===== src/rtl/blood_pkg.sv =====
// Shared parameters, FSM state encoding and colour type for the blood-splatter
// sprite reader.
package blood_pkg;

    localparam int SPR_DIM         = 64;
    localparam int ADDR_W          = 6;
    localparam int COLOR_W         = 12;
    localparam int NUM_FRAMES      = 16;
    localparam int FRAME_W         = 4;
    localparam int TICKS_PER_FRAME = 4;
    localparam int TICK_W          = 2;
    localparam int POS_W           = 10;

    localparam logic [COLOR_W-1:0] TRANSPARENT = 12'h000;

    typedef enum logic [1:0] {
        IDLE  = 2'd0,
        ARMED = 2'd1,
        PLAY  = 2'd2,
        DONE  = 2'd3
    } state_t;

    typedef logic [COLOR_W-1:0] rgb444_t;

    function automatic logic is_opaque(input rgb444_t color);
        return (color != TRANSPARENT);
    endfunction

endpackage


===== src/rtl/blood_anim_seq.sv =====
// Animation sequencer: arms on hit, steps frames on vertical-blank ticks and
// handles retrigger through a pending shadow position.
module blood_anim_seq
    import blood_pkg::*;
(
    input  logic               clk,
    input  logic               rst_n,
    input  logic               hit,
    input  logic [POS_W-1:0]   hit_x,
    input  logic [POS_W-1:0]   hit_y,
    input  logic               v_tick,
    output logic [POS_W-1:0]   pos_x,
    output logic [POS_W-1:0]   pos_y,
    output logic               playing,
    output logic [FRAME_W-1:0] rom_frame,
    output logic               busy,
    output logic               done
);

    localparam logic [TICK_W-1:0]  TICK_LAST  = TICK_W'(TICKS_PER_FRAME - 1);
    localparam logic [FRAME_W-1:0] FRAME_LAST = FRAME_W'(NUM_FRAMES - 1);

    state_t             state_r, state_s;
    logic [FRAME_W-1:0] frame_r, frame_s;
    logic [TICK_W-1:0]  tick_r, tick_s;
    logic [POS_W-1:0]   pos_x_r, pos_x_s, pos_y_r, pos_y_s;
    logic [POS_W-1:0]   shadow_x_r, shadow_x_s, shadow_y_r, shadow_y_s;
    logic               pend_r, pend_s;
    logic               busy_r, done_r;

    // Next-state logic: frame/tick/position only move on v_tick once playing
    always_comb begin
        state_s    = state_r;
        frame_s    = frame_r;
        tick_s     = tick_r;
        pos_x_s    = pos_x_r;
        pos_y_s    = pos_y_r;
        shadow_x_s = shadow_x_r;
        shadow_y_s = shadow_y_r;
        pend_s     = pend_r;
        case (state_r)
            IDLE, DONE: begin
                frame_s = {FRAME_W{1'b0}};
                tick_s  = {TICK_W{1'b0}};
                pend_s  = 1'b0;
                if (hit) begin
                    pos_x_s = hit_x;
                    pos_y_s = hit_y;
                    state_s = ARMED;
                end else begin
                    state_s = IDLE;
                end
            end
            ARMED: begin
                if (hit) begin
                    pos_x_s = hit_x;
                    pos_y_s = hit_y;
                end else begin
                    pos_x_s = pos_x_r;
                end
                if (v_tick) begin
                    state_s = PLAY;
                    frame_s = {FRAME_W{1'b0}};
                    tick_s  = {TICK_W{1'b0}};
                end else begin
                    state_s = ARMED;
                end
            end
            PLAY: begin
                if (v_tick) begin
                    // A pending or coincident retrigger beats the normal advance
                    if (pend_r || hit) begin
                        frame_s = {FRAME_W{1'b0}};
                        tick_s  = {TICK_W{1'b0}};
                        pend_s  = 1'b0;
                        pos_x_s = hit ? hit_x : shadow_x_r;
                        pos_y_s = hit ? hit_y : shadow_y_r;
                    end else if (tick_r == TICK_LAST) begin
                        tick_s = {TICK_W{1'b0}};
                        if (frame_r == FRAME_LAST) begin
                            state_s = DONE;
                        end else begin
                            frame_s = frame_r + 4'd1;
                        end
                    end else begin
                        tick_s = tick_r + 2'd1;
                    end
                end else if (hit) begin
                    pend_s     = 1'b1;
                    shadow_x_s = hit_x;
                    shadow_y_s = hit_y;
                end else begin
                    pend_s = pend_r;
                end
            end
            default: state_s = IDLE;
        endcase
    end

    // Sequencer state and registered status outputs
    always_ff @(posedge clk or negedge rst_n) begin
        if (!rst_n) begin
            state_r    <= IDLE;
            frame_r    <= {FRAME_W{1'b0}};
            tick_r     <= {TICK_W{1'b0}};
            pos_x_r    <= {POS_W{1'b0}};
            pos_y_r    <= {POS_W{1'b0}};
            shadow_x_r <= {POS_W{1'b0}};
            shadow_y_r <= {POS_W{1'b0}};
            pend_r     <= 1'b0;
            busy_r     <= 1'b0;
            done_r     <= 1'b0;
        end else begin
            state_r    <= state_s;
            frame_r    <= frame_s;
            tick_r     <= tick_s;
            pos_x_r    <= pos_x_s;
            pos_y_r    <= pos_y_s;
            shadow_x_r <= shadow_x_s;
            shadow_y_r <= shadow_y_s;
            pend_r     <= pend_s;
            busy_r     <= (state_s != IDLE);
            done_r     <= (state_s == DONE);
        end
    end

    assign pos_x     = pos_x_r;
    assign pos_y     = pos_y_r;
    assign playing   = (state_r == PLAY);
    assign rom_frame = frame_r;
    assign busy      = busy_r;
    assign done      = done_r;

endmodule


===== src/rtl/blood_sprite_reader.sv =====
// Blood-splatter ROM client: region test and address generation from the pixel
// position, plus a 2-cycle output pipeline that hides the ROM read latency.
module blood_sprite_reader
    import blood_pkg::*;
(
    input  logic               clk,
    input  logic               rst_n,
    input  logic               hit,
    input  logic [POS_W-1:0]   hit_x,
    input  logic [POS_W-1:0]   hit_y,
    input  logic [POS_W-1:0]   x,
    input  logic [POS_W-1:0]   y,
    input  logic               video_on,
    input  logic               v_tick,
    output logic [ADDR_W-1:0]  rom_row,
    output logic [ADDR_W-1:0]  rom_col,
    output logic [FRAME_W-1:0] rom_frame,
    input  logic [COLOR_W-1:0] rom_data,
    output logic               pix_valid,
    output logic [COLOR_W-1:0] pix_color,
    output logic               busy,
    output logic               done
);

    localparam logic [POS_W:0] SPR_LIM = (POS_W + 1)'(SPR_DIM);

    logic [POS_W-1:0] pos_x_s, pos_y_s;
    logic             playing_s;
    logic [POS_W:0]   dx_s, dy_s;
    logic             in_spr_s, pix_valid_s;
    logic             in_spr_d_r, pix_valid_r;
    rgb444_t          pix_color_r;

    blood_anim_seq u_seq (
        .clk       (clk),
        .rst_n     (rst_n),
        .hit       (hit),
        .hit_x     (hit_x),
        .hit_y     (hit_y),
        .v_tick    (v_tick),
        .pos_x     (pos_x_s),
        .pos_y     (pos_y_s),
        .playing   (playing_s),
        .rom_frame (rom_frame),
        .busy      (busy),
        .done      (done)
    );

    // Extra bit keeps left/above-of-sprite differences from aliasing into range
    assign dx_s = {1'b0, x} - {1'b0, pos_x_s};
    assign dy_s = {1'b0, y} - {1'b0, pos_y_s};

    assign in_spr_s = video_on && playing_s
                   && (x >= pos_x_s) && (y >= pos_y_s)
                   && (dx_s < SPR_LIM) && (dy_s < SPR_LIM);

    assign rom_col = dx_s[ADDR_W-1:0];
    assign rom_row = dy_s[ADDR_W-1:0];

    assign pix_valid_s = in_spr_d_r && is_opaque(rom_data);

    // Region flag aligned to ROM data, then the keyed output pixel
    always_ff @(posedge clk or negedge rst_n) begin
        if (!rst_n) begin
            in_spr_d_r  <= 1'b0;
            pix_valid_r <= 1'b0;
            pix_color_r <= {COLOR_W{1'b0}};
        end else begin
            in_spr_d_r  <= in_spr_s;
            pix_valid_r <= pix_valid_s;
            pix_color_r <= pix_valid_s ? rom_data : {COLOR_W{1'b0}};
        end
    end

    assign pix_valid = pix_valid_r;
    assign pix_color = pix_color_r;

endmodule


===== config.mk =====
export PLATFORM = sky130hd
export DESIGN_NAME = blood_sprite_reader
export DESIGN_NICKNAME = d
export VERILOG_FILES = /design/src/rtl/blood_pkg.sv /design/src/rtl/blood_anim_seq.sv /design/src/rtl/blood_sprite_reader.sv
export SDC_FILE = /design/constraint.sdc
export NUM_CORES = 1
export LEC_CHECK = 0
export CORE_MARGIN = 5
export CORE_UTILIZATION = 50
export CTS_CLUSTER_SIZE = 20
export DETAILED_ROUTE_END_ITERATION = 10
export PLACE_DENSITY = 0.81
export SYNTH_ARGS = -nofsm -noshare
export SYNTH_HDL_FRONTEND = slang
export SYNTH_SLANG_ARGS = --single-unit

===== constraint.sdc =====
create_clock -name clk -period 6.75 [get_ports clk]
set_input_delay 1.35 -clock clk [delete_from_list [all_inputs] [get_ports clk]]
set_output_delay 1.35 -clock clk [all_outputs]
set_load 0.05 [all_outputs]

# Word level (Yosys, flattened, before mapping)
# Cells that the tools add are included.
dict set report classes {
  n_addsub 4
  n_lt_le_gt_ge 4
  eq_ne 14
  muxes 33
  bitwise_logic 1
  reduce_logical 18
}
# cell count
set ops {}
lappend ops {{$mux W10} 8}
lappend ops {{$pmux W10 S2} 2}
lappend ops {{$lt A11 B7 Y1 const B} 2}
lappend ops {{$sub A10 B10 Y11} 2}
lappend ops {{$ge A10 B10 Y1} 2}
lappend ops {{$mux W4} 5}
lappend ops {{$mux W2} 9}
lappend ops {{$mux W12} 1}
lappend ops {{$pmux W2 S3} 2}
lappend ops {{$pmux W4 S3} 1}
lappend ops {{$reduce_bool A12 Y1} 1}
lappend ops {{$eq A2 B2 Y1 const B} 4}
lappend ops {{$logic_and A1 B1 Y1} 6}
lappend ops {{$ne A3 B2 Y1 const B} 2}
lappend ops {{$reduce_and A3 Y1} 2}
lappend ops {{$add A4 B1 Y4 const B} 1}
lappend ops {{$eq A4 B4 Y1 const B} 1}
lappend ops {{$mux W1} 4}
lappend ops {{$ne A2 B1 Y1 const B} 2}
lappend ops {{$ne A2 B2 Y1 const B} 2}
lappend ops {{$reduce_and A2 Y1} 2}
lappend ops {{$reduce_and A4 Y1} 1}
lappend ops {{$reduce_bool A2 Y1} 2}
lappend ops {{$ne A3 B1 Y1 const B} 1}
lappend ops {{other kinds (9)} 9}
dict set report word_totals {
  register_bits 65
  output_inout_bits 31
  elab_cells 87
}

# Depth between registers and ports, before layout
# Gate-level depths: netlist (run 1).
dict set report depth {
  depth_word 7
  mapped_depth 10
  depth_no_buf 10
}

# Hierarchy
# Synthesis (run 1) repeated with hierarchy kept, for this count alone.
dict set report unflattened {
  hier_cells 335
  hier_area_um2 3714.8
}
# module instances cells_each area_per_inst_um2
set by_module_without_submodules {}
lappend by_module_without_submodules {blood_anim_seq 1 173 2321.0}
lappend by_module_without_submodules {blood_sprite_reader 1 162 1393.8}

# Least setup slack after synthesis (run 1)
# No wires, ideal clock.
dict set report synth_path {
  kind {input-to-output}
  from {input x[2]}
  to {output rom_col[5]}
  t_arrival_ps 3030
  setup_slack_ps 2370
  path_stages 6
  n_path_buf 0
  path_cell_list {ha_1 -> o21a_1 -> o31a_1 -> o21ai_0 -> and2_1 -> xnor2_1}
}
dict set report synth_between {
  elab_chain_cells 1
}
# item line_no
set synth_lines {}
lappend synth_lines {{start: declaration} blood_sprite_reader.sv:11} ;# input logic [POS_W-1:0] x,
lappend synth_lines {{$sub A10 B10 Y11} blood_sprite_reader.sv:50} ;# assign dx_s = {1'b0, x} - {1'b0, pos_x_s};
lappend synth_lines {{end: declaration} blood_sprite_reader.sv:16} ;# output logic [ADDR_W-1:0] rom_col,
# No other way between the ends.

# Final worst setup path (run 1)
dict set report layout_path {
  from {input x[1]}
  to {output rom_col[5]}
}
# Same word-level chain as after synthesis.

==> flow_summary.yaml, run 1 <==
run_status:
  status: "finished, final reports clean"
critical_path:
  r2r_start: "u_seq.pos_x[0]$_DFFE_PN0P_"
  critPathLaunchType: "input pin"
  startpoint: "x[1]"
  end_kind: "output port"
  crit_end: "rom_col[5]"
  critical_path_arrival_ns: 3.94
  ff2ff_setup_slack_ns: 4.00
  r2r_cells: 9
  cp_data_required_time_ns: 5.40
  crit_type: "in -> out"
  r2r-end: "in_spr_d_r$_DFF_PN0_"
  critical_path.max_fanout: 3
die:
  fp.dieH_um: 94.9
  start_util_pct: 50.5
  die_area_sq_um: 9000
  pin_count: 88
  core_area_sq_um: 7140
  rows: 31
  die_x_um: 94.9
sta:
  fin_crit_ns: 5.29
  finalHoldViolCount: 0
  finalSetupViolCount: 0
  finalMaxSlewViolations: 0
  tns_ns: 0
  maxSlewHeadroom_pct: 21.7
  tightest_slew_ns: 1.17
  rsz0062_at_grt: "false"
  fin_crit_sh_pct: 78.4
  setup_ws_ns: 1.46
  skew_ns: 0.0102
  max_freq_mhz: 189
synth:
  syn-num-nets: 434
  ys_types: 46
  syn_avg_cell_area_sq_um: 10.3
  yosysTopAreaCellShare_pct: 45.2
  synth_edf_count: 0
  synth_area_sq_um: 3600
  synthCells: 350
  synth_area_leaders: "dfrtp_1 45%, ha_1 8.7%, mux2i_1 6.7%"
  synth_ff_type: "dfrtp_1"
  synthArstFlopShare_pct: 100
  synth_top_area_cell: "dfrtp_1"
  yosys_warnings: 0
  yosysSeqAreaShare_pct: 45.2
  synth-seq-cells: 65
global_routing:
  grt_pass1_vias: 2816
  grt_pass1_wl_um: 12600
  grt_max_degree: 66
  overflow: 0
  antenna_found_initial: 0
  grt_use_total_pct: 17.9
clock_tree:
  clockBufferDepth: 2
  ctsResizeCount: 0
  cts_setup_buffers: 0
  cts_buffers: 9
  cts_htree_levels: 3
  cts-root-buf: "clkbuf_8"
  clk_latency_ns: 0.34
  cts_sinks: 65
  clkTransAtPathRegs_ns: 0.07
  hold_buffers: 0
  cts_tree: "built"
power_and_ir_drop:
  power.switching_mw: 0.682
  p_sw_share_pct: 39.1
  p_int_mw: 1.06
  irDropWorstVdd_mv: 0.214
  clkPwrFrac_pct: 20.6
  leakage_nw: 2.35
  sequentialPowerShare_pct: 31.7
  power.density_nw_per_um2: 364
  combPwrFrac_pct: 47.7
min_path:
  hold_path_class: "reg -> reg"
drt:
  routed_wirelength_um: 7610
  drtPass1Iterations: 4
  drt_iter0_markers: 166
  route.detailed.drc: 0
  detail-route-antenna-nets: 0
  vias: 2808
  wl_per_cell_um: 14.0
  via_per_inst: 5.15
final_layout:
  utilization_pct: 67.2
  diodes: 0
  instances_no_fill: 545
  area_delta_synth_final_pct: 33.2
  n_fill_cell: 603
  nets: 525
  drive_above_1_share_pct: 9.87
place:
  gp_congestion: 0.885
  dp_hpwl_um: 5800
  placed_cells: 529
  port-buffer-count: 87
  dp_slack_ns: 1.46
run:
  max-cap-violations: 0
-- stage by stage --
stage                     total power, mW  cell area (sq um)  hold slack, ns
final                                1.74               4800           0.506
after global placement               1.36               4580           0.479
after detailed placement             1.39               4580           0.492
after floorplan                      1.15               3600           0.470
after CTS                            1.75               4800           0.507
after global routing                 1.86               4800           0.520
-- per-layer routing --
metal,vias to the layer above,wire (um),GRT usage [%]
met4,0,133,7.33
met2,74,3750,29.6
met1,1321,3320,22.5
met5,-,0,0
met3,16,410,4.46
li1,1397,-,-
-- worst max-delay path, stage by stage --
cell	delay, ns
clkdlybuf4s50_1	0.46
ha_1	0.31
nor2b_1	0.15
o31a_1	0.25
o21ai_0	0.30
and2_1	0.19
xnor2_1	0.11
clkdlybuf4s50_1	0.81
-- final cells by class --
cell class | count | area [sq um] | share of cell area (%)
multi-input cells | 239 | 1810 | 37.7
flip-flops and latches | 65 | 1630 | 33.9
repair buffers | 89 | 881 | 18.4
clock buffers | 11 | 141 | 2.95
inverters | 37 | 139 | 2.90
well taps | 99 | 124 | 2.58
clock inverters | 5 | 78.8 | 1.64
-- logic make-up after synthesis --
kind of cell | share of synthesized area (%)
AND/OR/NAND/NOR | 12.1
AO/OA/AOI/OAI | 12.5
flip-flops | 45.2
buffers and inverters | 4.79
multiplexers | 13.2
adder cells (fa/ha/maj) | 9.80
XOR/XNOR | 2.43
-- registers in the layout, indices dropped and copies added (netlist names) --
| name | count |
|---|---|
| u_seq.tick_r | 2 |
| u_seq.pend_r | 1 |
| pix_color | 12 |
| in_spr_d_r | 1 |
| u_seq.done | 1 |
| pix_valid | 1 |
| u_seq.pos_y | 10 |
| u_seq.rom_frame | 4 |
| u_seq.state_r | 2 |
| u_seq.pos_x | 10 |
| u_seq.shadow_y_r | 10 |
| u_seq.shadow_x_r | 10 |
| u_seq.busy | 1 |
-- worst min path at each step --
stage                                          startpoint                              end  slack, ns  depth (start not counted)
after CTS                 u_seq.shadow_x_r[5]$_DFFE_PN0P_  u_seq.shadow_x_r[5]$_DFFE_PN0P_       0.51                          1
final                     u_seq.shadow_x_r[9]$_DFFE_PN0P_  u_seq.shadow_x_r[9]$_DFFE_PN0P_       0.51                          1
after global placement        u_seq.tick_r[1]$_DFFE_PN0P_      u_seq.tick_r[1]$_DFFE_PN0P_       0.48                          1
after detailed placement  u_seq.shadow_y_r[5]$_DFFE_PN0P_  u_seq.shadow_y_r[5]$_DFFE_PN0P_       0.49                          1
after floorplan               u_seq.tick_r[1]$_DFFE_PN0P_      u_seq.tick_r[1]$_DFFE_PN0P_       0.47                          1
after global routing      u_seq.shadow_y_r[5]$_DFFE_PN0P_  u_seq.shadow_y_r[5]$_DFFE_PN0P_       0.52                          1
-- placed cells by master (no fill, tap or decap), types with 2 or more instances in the layout --
master / instances
and3b_1: 2
nand2b_1: 2
xnor2_1: 6
a21o_1: 4
a31oi_1: 3
mux2_2: 21
nand4_1: 2
inv_1: 36
o211ai_1: 3
nor2_1: 38
clkbuf_8: 10
a32o_1: 2
o21a_1: 3
clkinv_2: 2
bufinv_16: 2
o31a_1: 2
clkdlybuf4s50_1: 86
buf_4: 2
nor4_1: 4
or3_1: 2
o21ai_0: 7
fa_1: 2
dfrtp_1: 65
ha_1: 25
xor2_1: 4
nor2b_1: 5
nand2_1: 8
nor3_1: 4
a21oi_1: 32
and2_1: 13
nand3_1: 3
mux2i_1: 24
-- power by group through the flow --
stage / Sequential (mW) / Clock [mW] / Combinational, mW
after CTS: 0.554 / 0.367 / 0.834
after global routing: 0.569 / 0.386 / 0.901
after floorplan: 0.564 / 0 / 0.586
final: 0.553 / 0.359 / 0.832
after detailed placement: 0.561 / 0 / 0.829
after global placement: 0.555 / 0 / 0.808
-- synthesized netlist by cell type, drive strengths merged (2+ instances only) --
cell and count:
clkbuf 9, o211ai 3, nand2b 2, nor3 4, nor4 4, dfrtp 65, o21a 3, a32o 2
nor2b 5, o31a 2, mux2 21, a21o 4, ha 25, a21oi 33, a31oi 3, mux2i 24
a2111oi 2, or3 2, inv 37, nor2 38, and2 13, and3b 2, xor2 4, o21ai 7
nand2 8, nand4 2, fa 2, nand3 3, xnor2 6
No activity file was read; power rests on OpenSTA's default activity.
==> inputs of run 2 (changes only) <==
==> constraint.sdc (replaced) <==
create_clock -name clk -period 5.15 [get_ports clk]
set_input_delay 1.03 -clock clk [delete_from_list [all_inputs] [get_ports clk]]
set_output_delay 1.03 -clock clk [all_outputs]
set_load 0.05 [all_outputs]
==> flow_summary.yaml, run 2 (same netlist as run 1, synthesis figures left out) <==
run_status:
  status: "finished, final reports clean"
clock_tree:
  clkTransAtPathRegs_ns: 0.07
  cts_buffers: 9
  clockBufferDepth: 2
  cts_sinks: 65
  ctsResizeCount: 0
  cts_tree: "built"
  cts_setup_buffers: 0
  hold_buffers: 0
  cts_htree_levels: 3
  cts-root-buf: "clkbuf_8"
  clk_latency_ns: 0.34
die:
  rows: 31
  fp.dieH_um: 94.9
  die_area_sq_um: 9000
  die_x_um: 94.9
  pin_count: 88
  core_area_sq_um: 7140
  start_util_pct: 50.5
critical_path:
  r2r_cells: 8
  critical_path_arrival_ns: 3.64
  end_kind: "output port"
  critical_path.max_fanout: 3
  crit_type: "in -> out"
  critPathLaunchType: "input pin"
  cp_data_required_time_ns: 4.12
drt:
  route.detailed.drc: 0
  drt_iter0_markers: 129
  vias: 2822
  detail-route-antenna-nets: 0
  routed_wirelength_um: 7610
  wl_per_cell_um: 13.9
  via_per_inst: 5.17
  drtPass1Iterations: 5
place:
  gp_congestion: 0.884
  postPlaceCellArea_sq_um: 4580
  dp_hpwl_um: 5800
  port-buffer-count: 87
sta:
  finalHoldViolCount: 0
  finalMaxSlewViolations: 0
  skew_ns: 0.00614
  tns_ns: 0
  tightest_slew_ns: 0.858
  finalSetupViolCount: 0
  fin_crit_sh_pct: 90.7
  maxSlewHeadroom_pct: 42.6
  max_freq_mhz: 214
  rsz0062_at_grt: "false"
  fin_crit_ns: 4.67
  hold_ws_ns: 0.504
power_and_ir_drop:
  irDropWorstVdd_mv: 0.358
  p_int_mw: 1.38
  power.density_nw_per_um2: 474
  leakage_nw: 2.34
  p_sw_share_pct: 39.4
  sequentialPowerShare_pct: 32.0
  power.switching_mw: 0.894
  combPwrFrac_pct: 47.7
  clkPwrFrac_pct: 20.3
final_layout:
  final_area_sq_um: 4790
  diodes: 0
  mostFrequentLayoutCells: "86 x clkdlybuf4s50_1, 65 x dfrtp_1, 38 x nor2_1"
  area_delta_synth_final_pct: 33.1
  largest_register_ffs: 12
  final_common_cell: "clkdlybuf4s50_1"
  drive_above_1_share_pct: 10.1
  nets: 526
global_routing:
  grt_use_total_pct: 18.1
  antenna_found_initial: 0
  grt_pass1_wl_um: 12700
  grt_pass1_vias: 2863
  overflow: 0
  grt_max_degree: 44
min_path:
  hold_path_class: "reg -> reg"
  hold-path-cell-count: 1
run:
  max-cap-violations: 0
[run 2: cell type report]
cell class | instances | area [sq um]
flip-flops and latches | 65 | 1630
inverters | 37 | 139
clock buffers | 10 | 128
repair buffers | 90 | 888
multi-input cells | 239 | 1810
clock inverters | 6 | 82.6
fillers | 595 | 2340
well taps | 99 | 124
[run 2: path summary, 6_finish.rpt]
check,endpoint,from,slack [ns]
hold reg to reg,u_seq.shadow_x_r[9]$_DFFE_PN0P_,u_seq.shadow_x_r[9]$_DFFE_PN0P_,0.50
hold / removal,u_seq.shadow_x_r[9]$_DFFE_PN0P_,u_seq.shadow_x_r[9]$_DFFE_PN0P_,0.50
min in group asynchronous,u_seq.tick_r[1]$_DFFE_PN0P_,rst_n,0.65
setup / recovery,rom_col[5],x[1],0.48
max in group asynchronous,u_seq.pos_y[7]$_DFFE_PN0P_,rst_n,3.58
setup reg to reg,in_spr_d_r$_DFF_PN0_,u_seq.pos_y[0]$_DFFE_PN0P_,2.42
[run 2: per-layer routing]
layer  vias up  global-route usage, %  part of all wire [%]  wire, um
met1      1333                   21.8                    42      3210
li1       1410                      -                     -         -
met2        65                   30.9                    51      3890
met3        14                   5.02                   5.1       390
met4         0                   6.25                   1.6       124
met5         -                      0                     0         0
[run 2: worst max-delay path, cell delays in order]
cell and delay [ns]:
clkdlybuf4s50_1 0.46, ha_1 0.32, nor2b_1 0.14, o31a_1 0.26
o21ai_0 0.31, and2_1 0.20, xnor2_1 0.11, clkdlybuf4s50_1 0.81
[run 2: stage by stage]
stage	worst slack, ns	instances	util, %	power, mW
final	0.476	546	67.2	2.27
after floorplan	1.41	350	-	1.51
after CTS	0.501	546	67.2	2.28
after global placement	0.598	530	64.2	1.79
after global routing	0.343	546	67.2	2.42
after detailed placement	0.498	530	64.2	1.82
[run 2: power by group through the flow]
stage	combinational, mW	sequential [mW]	clock [mW]
6_report	1.08	0.727	0.461
4_1_cts	1.09	0.727	0.468
3_3_place_gp	1.06	0.727	0
2_1_floorplan	0.768	0.739	0
5_1_grt	1.18	0.746	0.495
3_5_place_dp	1.08	0.736	0
==> inputs of run 3 (changes only) <==
--- a/config.mk
+++ b/config.mk
@@ -13,3 +13,4 @@
 export SYNTH_ARGS = -nofsm -noshare
 export SYNTH_HDL_FRONTEND = slang
 export SYNTH_SLANG_ARGS = --single-unit
+export TNS_END_PERCENT = 10
==> constraint.sdc (replaced) <==
create_clock -name clk -period 5.05 [get_ports clk]
set_input_delay 1.01 -clock clk [delete_from_list [all_inputs] [get_ports clk]]
set_output_delay 1.01 -clock clk [all_outputs]
set_load 0.05 [all_outputs]
==> flow_summary.yaml, run 3 (same netlist as run 1, synthesis figures left out) <==
sta:
  rsz0062_at_grt: "false"
  fin_crit_ns: 4.56
  finalHoldViolCount: 0
  setup_ws_ns: 0.491
  tns_ns: 0
  finalMaxSlewViolations: 0
  max_freq_mhz: 219
  finalSetupViolCount: 0
  maxSlewHeadroom_pct: 37.0
  skew_ns: 0.00864
  fin_crit_sh_pct: 90.3
  tightest_slew_ns: 0.945
final_layout:
  drive_above_1_share_pct: 10.1
  regArea_sq_um: 1630
  area_delta_synth_final_pct: 31.8
  utilization_pct: 66.5
  mostFrequentLayoutCells: "86 x clkdlybuf4s50_1, 65 x dfrtp_1, 38 x nor2_1"
  instances_no_fill: 546
  diodes: 0
  final_common_cell: "clkdlybuf4s50_1"
  largest_register_ffs: 12
  n_fill_cell: 580
  multi_input_area_sq_um: 1810
  nets: 526
clock_tree:
  cts_htree_levels: 3
  cts_buffers: 9
  cts_tree: "built"
  cts_sinks: 65
  clk_latency_ns: 0.34
  clockBufferDepth: 2
  cts_setup_buffers: 0
  cts-root-buf: "clkbuf_8"
  clkTransAtPathRegs_ns: 0.07
  ctsResizeCount: 0
  hold_buffers: 0
drt:
  routed_wirelength_um: 7640
  drtPass1Iterations: 4
  via_per_inst: 5.14
  wl_per_cell_um: 14.0
  detail-route-antenna-nets: 0
  vias: 2808
  drt_iter0_markers: 102
  route.detailed.drc: 0
global_routing:
  grt_max_degree: 43
  grt_pass1_vias: 2876
  antenna_found_initial: 0
  grt_use_total_pct: 18.1
  overflow: 0
  grt_pass1_wl_um: 12800
power_and_ir_drop:
  p_sw_share_pct: 41.2
  combPwrFrac_pct: 49.9
  leakage_nw: 2.32
  power.switching_mw: 0.914
  p_int_mw: 1.30
  power.density_nw_per_um2: 467
  irDropWorstVdd_mv: 0.295
  sequentialPowerShare_pct: 33.5
  clkPwrFrac_pct: 16.6
place:
  placed_cells: 530
  gp_congestion: 0.891
  dp_slack_ns: 0.485
  dp_hpwl_um: 5800
  port-buffer-count: 87
critical_path:
  critical_path_arrival_ns: 3.55
  crit_type: "in -> out"
  end_kind: "output port"
  cp_data_required_time_ns: 4.04
  critPathLaunchType: "input pin"
  critical_path.max_fanout: 3
  r2r_cells: 9
die:
  start_util_pct: 50.5
  fp.dieH_um: 94.9
  die_x_um: 94.9
  core_area_sq_um: 7140
  rows: 31
  pin_count: 88
  die_area_sq_um: 9000
min_path:
  hold-path-cell-count: 1
  hold_path_class: "reg -> reg"
run_status:
  status: "finished, final reports clean"
run:
  max-cap-violations: 0
==> run 3: path summary, 6_finish.rpt <==
kind,slack [ns],endpoint,startpoint
worst max register to register,2.38,in_spr_d_r$_DFF_PN0_,u_seq.pos_x[0]$_DFFE_PN0P_
min in group asynchronous,0.83,u_seq.rom_frame[0]$_DFFE_PN0P_,rst_n
worst min-delay path,0.51,u_seq.shadow_y_r[4]$_DFFE_PN0P_,u_seq.shadow_y_r[4]$_DFFE_PN0P_
max in group asynchronous,3.36,u_seq.shadow_x_r[8]$_DFFE_PN0P_,rst_n
worst min register to register,0.51,u_seq.shadow_y_r[4]$_DFFE_PN0P_,u_seq.shadow_y_r[4]$_DFFE_PN0P_
worst max-delay path,0.49,rom_col[5],x[1]
==> run 3: metal layers <==
metal  vias to the layer above  part of all wire, %  routed length, um  global-route usage [%]
li1                       1407                    -                  -                       -
met1                      1323                   44               3360                    22.7
met2                        66                   50               3800                    30.4
met3                        12                  4.6                350                    4.14
met4                         0                  1.6                119                    6.73
met5                         -                    0                  0                       0
==> run 3: per-stage QoR <==
step                      hold slack (ns)  power, mW  instance area [sq um]
after floorplan                     0.470       1.54                   3600
after global placement              0.481       1.82                   4580
after detailed placement            0.493       1.86                   4580
after CTS                           0.508       2.24                   4750
after global routing                0.522       2.37                   4750
final                               0.506       2.22                   4750
==> run 3: area by class of cell <==
cell class | count | area share (%)
Sequential cell | 65 | 34.3
Multi-Input combinational cell | 239 | 38.1
Inverter | 37 | 2.93
Clock inverter | 6 | 0.738
Clock buffer | 10 | 2.69
Tap cell | 99 | 2.61
Timing Repair Buffer | 90 | 18.7
==> run 3: power by group through the flow <==
| stage | clock network (mW) | logic (mW) | registers (mW) |
|---|---|---|---|
| 2_1_floorplan | 0 | 0.783 | 0.754 |
| 3_3_place_gp | 0 | 1.08 | 0.742 |
| 3_5_place_dp | 0 | 1.11 | 0.753 |
| 4_1_cts | 0.381 | 1.11 | 0.744 |
| 5_1_grt | 0.403 | 1.21 | 0.763 |
| 6_report | 0.369 | 1.11 | 0.742 |
==> run 3: critical path: stages <==
cell and delay, ns:
clkdlybuf4s50_1 0.45, ha_1 0.31, nor2b_1 0.14, o31a_1 0.25, o21ai_0 0.27, and2_1 0.19, xnor2_1 0.11, clkdlybuf4s50_1 0.81
